`src/rtl/multicycle_controller_if.sv`:
```
// Control/handshake bundle between the multi-cycle controller (master) and its datapath/memory (slave).
interface multicycle_controller_if;
    logic [6:0] opcode;
    logic       zero;
    logic       mem_ready;
    logic       mem_req;
    logic       mem_write;
    logic       addr_sel;
    logic       ir_write;
    logic       mdr_write;
    logic       pc_write;
    logic       pc_src;
    logic [1:0] alu_src_a;
    logic [1:0] alu_src_b;
    logic [1:0] ALUOp;
    logic       aluout_write;
    logic       reg_write;
    logic       wb_sel;
    logic       retire;
    logic [1:0] fault;
    logic [2:0] state;

    modport master (
        input  opcode, zero, mem_ready,
        output mem_req, mem_write, addr_sel, ir_write, mdr_write, pc_write, pc_src,
               alu_src_a, alu_src_b, ALUOp, aluout_write, reg_write, wb_sel, retire,
               fault, state
    );

    modport slave (
        output opcode, zero, mem_ready,
        input  mem_req, mem_write, addr_sel, ir_write, mdr_write, pc_write, pc_src,
               alu_src_a, alu_src_b, ALUOp, aluout_write, reg_write, wb_sel, retire,
               fault, state
    );
endinterface

```
`src/rtl/multicycle_controller.sv`:
```
// Multi-cycle FETCH/DECODE/EXEC/MEM/WB sequencer for the RV32 R/LW/SW/BEQ subset with a shared
// memory port, req/ready handshake and a memory-stall watchdog that traps into a sticky fault.
module multicycle_controller #(
    parameter int unsigned MEM_TIMEOUT = 16
) (
    input  logic                    clk,
    input  logic                    rst_n,
    multicycle_controller_if.master bus
);

    localparam int unsigned CW = (MEM_TIMEOUT < 2) ? 1 : $clog2(MEM_TIMEOUT);
    localparam logic [CW-1:0] CNT_LAST = CW'(MEM_TIMEOUT - 1);
    localparam logic [CW-1:0] CNT_MAX  = '1;

    localparam logic [6:0] OP_R   = 7'b0110011;
    localparam logic [6:0] OP_LW  = 7'b0000011;
    localparam logic [6:0] OP_SW  = 7'b0100011;
    localparam logic [6:0] OP_BEQ = 7'b1100011;

    localparam logic [1:0] FAULT_NONE    = 2'b00;
    localparam logic [1:0] FAULT_ILLEGAL = 2'b01;
    localparam logic [1:0] FAULT_TIMEOUT = 2'b10;

    typedef enum logic [2:0] {
        BOOT   = 3'd0,
        FETCH  = 3'd1,
        DECODE = 3'd2,
        EXEC   = 3'd3,
        MEM    = 3'd4,
        WB     = 3'd5,
        TRAP   = 3'd6
    } state_t;

    typedef enum logic [2:0] {
        C_NONE = 3'd0,
        C_R    = 3'd1,
        C_LW   = 3'd2,
        C_SW   = 3'd3,
        C_BEQ  = 3'd4
    } class_t;

    state_t        state_q, state_d;
    class_t        class_q, class_d;
    logic [1:0]    fault_q, fault_d;
    logic [CW-1:0] wait_q,  wait_d;
    logic          timeout;

    always_ff @(posedge clk or negedge rst_n) begin
        if (!rst_n) begin
            state_q <= BOOT;
            class_q <= C_NONE;
            fault_q <= FAULT_NONE;
            wait_q  <= '0;
        end else begin
            state_q <= state_d;
            class_q <= class_d;
            fault_q <= fault_d;
            wait_q  <= wait_d;
        end
    end

    // Stall watchdog fires only on a non-ready cycle at the last allowed count; ready wins.
    assign timeout = (MEM_TIMEOUT != 0) && !bus.mem_ready && (wait_q == CNT_LAST);

    assign bus.fault = fault_q;
    assign bus.state = state_q;

    always_comb begin
        state_d          = state_q;
        class_d          = class_q;
        fault_d          = fault_q;
        wait_d           = wait_q;
        bus.mem_req      = 1'b0;
        bus.mem_write    = 1'b0;
        bus.addr_sel     = 1'b0;
        bus.ir_write     = 1'b0;
        bus.mdr_write    = 1'b0;
        bus.pc_write     = 1'b0;
        bus.pc_src       = 1'b0;
        bus.alu_src_a    = 2'd0;
        bus.alu_src_b    = 2'd0;
        bus.ALUOp        = 2'b00;
        bus.aluout_write = 1'b0;
        bus.reg_write    = 1'b0;
        bus.wb_sel       = 1'b0;
        bus.retire       = 1'b0;

        unique case (state_q)
            BOOT: begin
                state_d = FETCH;
                wait_d  = '0;
            end

            FETCH: begin
                bus.mem_req   = 1'b1;
                bus.alu_src_b = 2'd1;
                if (bus.mem_ready) begin
                    bus.ir_write = 1'b1;
                    bus.pc_write = 1'b1;
                    wait_d       = '0;
                    state_d      = DECODE;
                end else if (timeout) begin
                    state_d = TRAP;
                    if (fault_q == FAULT_NONE) fault_d = FAULT_TIMEOUT;
                end else if (wait_q != CNT_MAX) begin
                    wait_d = wait_q + CW'(1);
                end
            end

            DECODE: begin
                bus.alu_src_a    = 2'd2;
                bus.alu_src_b    = 2'd2;
                bus.aluout_write = 1'b1;
                state_d          = EXEC;
                unique case (bus.opcode)
                    OP_R:    class_d = C_R;
                    OP_LW:   class_d = C_LW;
                    OP_SW:   class_d = C_SW;
                    OP_BEQ:  class_d = C_BEQ;
                    default: begin
                        class_d = C_NONE;
                        state_d = TRAP;
                        if (fault_q == FAULT_NONE) fault_d = FAULT_ILLEGAL;
                    end
                endcase
            end

            EXEC: begin
                bus.alu_src_a = 2'd1;
                wait_d        = '0;
                unique case (class_q)
                    C_R: begin
                        bus.ALUOp        = 2'b10;
                        bus.aluout_write = 1'b1;
                        state_d          = WB;
                    end
                    C_LW, C_SW: begin
                        bus.alu_src_b    = 2'd2;
                        bus.aluout_write = 1'b1;
                        state_d          = MEM;
                    end
                    C_BEQ: begin
                        bus.ALUOp    = 2'b01;
                        bus.pc_write = bus.zero;
                        bus.pc_src   = 1'b1;
                        bus.retire   = 1'b1;
                        state_d      = FETCH;
                    end
                    default: state_d = FETCH;
                endcase
            end

            MEM: begin
                bus.mem_req   = 1'b1;
                bus.addr_sel  = 1'b1;
                bus.mem_write = (class_q == C_SW);
                if (bus.mem_ready) begin
                    wait_d = '0;
                    if (class_q == C_LW) begin
                        bus.mdr_write = 1'b1;
                        state_d       = WB;
                    end else begin
                        bus.retire = 1'b1;
                        state_d    = FETCH;
                    end
                end else if (timeout) begin
                    state_d = TRAP;
                    if (fault_q == FAULT_NONE) fault_d = FAULT_TIMEOUT;
                end else if (wait_q != CNT_MAX) begin
                    wait_d = wait_q + CW'(1);
                end
            end

            WB: begin
                bus.reg_write = 1'b1;
                bus.wb_sel    = (class_q == C_LW);
                bus.retire    = 1'b1;
                wait_d        = '0;
                state_d       = FETCH;
            end

            TRAP: state_d = TRAP;

            default: state_d = BOOT;
        endcase
    end

endmodule

```
`src/flat_wrapper.sv`:
```
// flat-port wrapper written by rule: the top's interface ports become plain ports
module multicycle_controller_flat 
#(
    parameter int unsigned MEM_TIMEOUT = 16
)
  (clk, rst_n, bus_opcode, bus_zero, bus_mem_ready, bus_mem_req, bus_mem_write, bus_addr_sel, bus_ir_write, bus_mdr_write, bus_pc_write, bus_pc_src, bus_alu_src_a, bus_alu_src_b, bus_ALUOp, bus_aluout_write, bus_reg_write, bus_wb_sel, bus_retire, bus_fault, bus_state);
  multicycle_controller_if bus_i ();
  input  logic clk;
  input  logic rst_n;
  input wire logic [$bits(bus_i.opcode)-1:0] bus_opcode;
  input wire logic [$bits(bus_i.zero)-1:0] bus_zero;
  input wire logic [$bits(bus_i.mem_ready)-1:0] bus_mem_ready;
  output wire logic [$bits(bus_i.mem_req)-1:0] bus_mem_req;
  output wire logic [$bits(bus_i.mem_write)-1:0] bus_mem_write;
  output wire logic [$bits(bus_i.addr_sel)-1:0] bus_addr_sel;
  output wire logic [$bits(bus_i.ir_write)-1:0] bus_ir_write;
  output wire logic [$bits(bus_i.mdr_write)-1:0] bus_mdr_write;
  output wire logic [$bits(bus_i.pc_write)-1:0] bus_pc_write;
  output wire logic [$bits(bus_i.pc_src)-1:0] bus_pc_src;
  output wire logic [$bits(bus_i.alu_src_a)-1:0] bus_alu_src_a;
  output wire logic [$bits(bus_i.alu_src_b)-1:0] bus_alu_src_b;
  output wire logic [$bits(bus_i.ALUOp)-1:0] bus_ALUOp;
  output wire logic [$bits(bus_i.aluout_write)-1:0] bus_aluout_write;
  output wire logic [$bits(bus_i.reg_write)-1:0] bus_reg_write;
  output wire logic [$bits(bus_i.wb_sel)-1:0] bus_wb_sel;
  output wire logic [$bits(bus_i.retire)-1:0] bus_retire;
  output wire logic [$bits(bus_i.fault)-1:0] bus_fault;
  output wire logic [$bits(bus_i.state)-1:0] bus_state;
  assign bus_i.opcode = bus_opcode;
  assign bus_i.zero = bus_zero;
  assign bus_i.mem_ready = bus_mem_ready;
  assign bus_mem_req = bus_i.mem_req;
  assign bus_mem_write = bus_i.mem_write;
  assign bus_addr_sel = bus_i.addr_sel;
  assign bus_ir_write = bus_i.ir_write;
  assign bus_mdr_write = bus_i.mdr_write;
  assign bus_pc_write = bus_i.pc_write;
  assign bus_pc_src = bus_i.pc_src;
  assign bus_alu_src_a = bus_i.alu_src_a;
  assign bus_alu_src_b = bus_i.alu_src_b;
  assign bus_ALUOp = bus_i.ALUOp;
  assign bus_aluout_write = bus_i.aluout_write;
  assign bus_reg_write = bus_i.reg_write;
  assign bus_wb_sel = bus_i.wb_sel;
  assign bus_retire = bus_i.retire;
  assign bus_fault = bus_i.fault;
  assign bus_state = bus_i.state;
  multicycle_controller #(.MEM_TIMEOUT(MEM_TIMEOUT)) u_core (.clk(clk), .rst_n(rst_n), .bus(bus_i));
endmodule
```
`config.mk`:
```
export PLATFORM = sky130hd
export DESIGN_NAME = multicycle_controller_flat
export DESIGN_NICKNAME = d
export VERILOG_FILES = /design/src/rtl/multicycle_controller_if.sv /design/src/rtl/multicycle_controller.sv /design/src/flat_wrapper.sv
export SDC_FILE = /design/constraint.sdc
export NUM_CORES = 1
export LEC_CHECK = 0
export CORE_ASPECT_RATIO = 1.2
export CORE_UTILIZATION = 35
export DETAILED_ROUTE_END_ITERATION = 8
export DONT_BUFFER_PORTS = 1
export GPL_ROUTABILITY_DRIVEN = 0
export SETUP_SLACK_MARGIN = 0.15
export SLEW_MARGIN = 0
export SYNTH_ARGS = -nofsm -noshare
export SYNTH_HDL_FRONTEND = slang
export SYNTH_SLANG_ARGS = --single-unit
```
`constraint.sdc`:
```
create_clock -name clk -period 2.6 [get_ports clk]
set_clock_uncertainty 0.05 [all_clocks]
set_input_delay 0.39 -clock clk [delete_from_list [all_inputs] [get_ports clk]]
set_output_delay 0.39 -clock clk [all_outputs]
set_load 0.02 [all_outputs]
```
==> results.cfg <==
[timing]
tns_ps = 0
whs_ps = 151.9
worst_pin_slew_ps = 655.0
setup_ws_ps = 294.9
maxSlewHeadroom_pct = 55.87
grt_setup_unrepaired = no
hold_viol_final = 0
final-setup-viol-count = 0
timing.fmax_mhz = 433.8
min_period_ps = 2305
slew_viol_final = 0
period_share_pct = 88.66

[route]
vias = 721
wl_um = 1738
ant_nets = 0
viasPerCell = 5.589
first_iter_violations = 24
dr.pass1.iters = 4
post_drt_wl_per_cell_um = 13.47
drc_errors = 0

[pwr]
power.leakage_uw = 0.0004708
pwr-share-seq_pct = 31.8
clkPwrFrac_pct = 15.4
pwr-share-comb_pct = 52.8
pwr_density_cell_nw_per_um2 = 991.6
switching_share_pct = 48.64
p_int_uw = 474.1
ir_drop_mv = 0.4087
switching_power_uw = 449.0

[placement]
dp.cells = 124
io_buffer_count = 0
dp_hpwl_um = 1416
pre_cts_slack_ps = 606.4

[setup_path]
slowest_delay_ps = 470
crit_path_start_kind = flip-flop
worst-endpoint-arrival_ps = 1870
cp_slowest_cell = dfrtp_1
cp-end-kind = primary output
path_cells = nand3b_1, inv_1, and3_1, o21bai_1
criticalPathCategory = reg -> out
worstPathMaxFanout = 9
worst-endpoint-required_ps = 2160
r2r_start = u_core.wait_q[0]
worstPathBufferInverterCount = 1
startpoint = u_core.bus.state[2]
crit_family = simple AND/OR/NAND/NOR gates

[layout]
nets = 111
drive_above_1_share_pct = 16.33
syn_to_final_growth_pct = 10.71
fin_util_pct = 40.79
final.fill_count = 248
ff_latch_area_um2 = 300.3
multi_input_area_um2 = 466.7
instances_no_fill = 129
diodes = 0

[floorplanning]
dieArea_um2 = 2603
ios = 33
die_width_um = 46.74
die_h_um = 55.69
row_count = 19
core_region_area_um2 = 2282
initial_core_util_pct = 36.84

[flow_run]
cap_violations = 0

[global_route]
grt_first_pass_wirelength_um = 2856
first_global_vias = 685
track_usage_pct = 14.93
antenna_found_initial = 0
grt_overflow = 0
grt_max_degree = 13

[min_path]
hp-class = in -> reg
min_from = bus_opcode[4]

[logic_synthesis]
synth-main-ff-cell = dfrtp_1
ys_async_sr_fraction_pct = 100.0
synth_warnings = 0
synthCells = 92
syn-cell-area_um2 = 840.8
yosysSeqAreaShare_pct = 35.71
ys_ff_latch = 12
synth_edf_count = 0
netlist-cell-type-count = 43
mappedNetlistNets = 104
avgSynthCellArea_um2 = 9.139

[clock_network]
cts_tree = yes
clkLatencyLatePin_ps = 270
htreeDepth = 1
clock-sinks = 12
cts-root-buf = clkbuf_4
numCtsBuffers = 3
cts_buffer_depth = 2
path_clk_slew_ps = 70

[status]
status = complete, no violations
## synthesized netlist by cell type, drive strengths merged, types with 2 or more instances
cell | n | area, µm²
buf | 4 | 32.53
nor2 | 6 | 22.52
o21bai | 4 | 30.03
and2 | 2 | 12.51
nand2 | 11 | 48.80
o21ai | 2 | 10.00
a21o | 2 | 15.01
nor3 | 3 | 26.28
and3 | 6 | 37.54
inv | 6 | 25.03
nand2b | 4 | 25.02
a211o | 2 | 17.52
or3 | 2 | 17.52
nor4 | 2 | 12.51
o31ai | 3 | 27.52
nand3 | 2 | 10.01
dfrtp | 12 | 300.3
## power groups by stage
stage	clock, µW	combinational [µW]	sequential, µW
global route	161	540	300
global placement	0	483	291
floorplan	0	410	297
finish	142	487	293
detailed placement	0	486	296
CTS	149	493	292
## cells by family (layout without fill, tap and decap cells)
group	Yosys count	after routing	share of synthesized area [%]
simple gates	43	43	29.91
xor+xnor	1	1	1.042
compound gates	22	22	20.68
fa+ha+maj	2	2	2.678
buf+inv	11	17	8.781
mux	1	1	1.191
flops	12	12	35.71
## layout make-up
cell class,instances,share of cell area [%]
Multi-Input combinational cell,69,50.13
Sequential cell,12,32.26
Timing Repair Buffer,6,5.108
Inverter,7,4.435
Tap cell,31,4.167
Clock buffer,4,3.898
## flip-flops by register name, summed over array words and instances, names as in the netlist
signal / flops
u_core.class_q: 3
u_core.bus.state: 3
u_core.wait_q: 4
u_core.bus.fault: 2
## worst paths after layout
check	slack [ps]	endpoint	cells after the start
max	290	bus_retire	4
min	150	u_core.class_q[2]	1
max reg2reg	860	u_core.wait_q[2]	5
min reg2reg	480	u_core.wait_q[3]	1
max in group asynchronous	1690	u_core.class_q[1]	1
min in group asynchronous	470	u_core.wait_q[0]	1
## metal layers
metal | global-route usage, % | up-vias | wire length, µm
met5 | 0 | - | 0
met4 | 8.571 | 0 | 49
met3 | 1.948 | 5 | 89
met2 | 23.21 | 24 | 833
met1 | 19.08 | 345 | 765
li1 | - | 347 | -
## metrics by stage
stage | power (µW) | area [µm²]
floorplan | 706.7 | 840.8
global placement | 774.5 | 884.6
detailed placement | 782.1 | 884.6
CTS | 934.9 | 930.9
global route | 1002 | 930.9
finish | 923.1 | 930.9
## layout by cell type (no fill, tap or decap), types with 2 or more instances in the layout
cell      instances
dfrtp_1          12
nand2_1          10
a21o_1            2
and3_1            6
nor2_1            6
nor3_1            2
clkbuf_4          3
o31ai_1           2
nand3_1           2
nor4_1            2
a211o_1           2
inv_1             5
and2_1            2
nand2b_1          4
o21bai_1          4
buf_4             5
## what timing repair did
item	in CTS	in global routing
gates resized for setup	0	0
endpoints found under the setup margin	0	0
hold buffers	1	0
hold endpoints to repair	12	0
setup buffers	0	0
No activity file was read; power rests on OpenSTA's default activity.
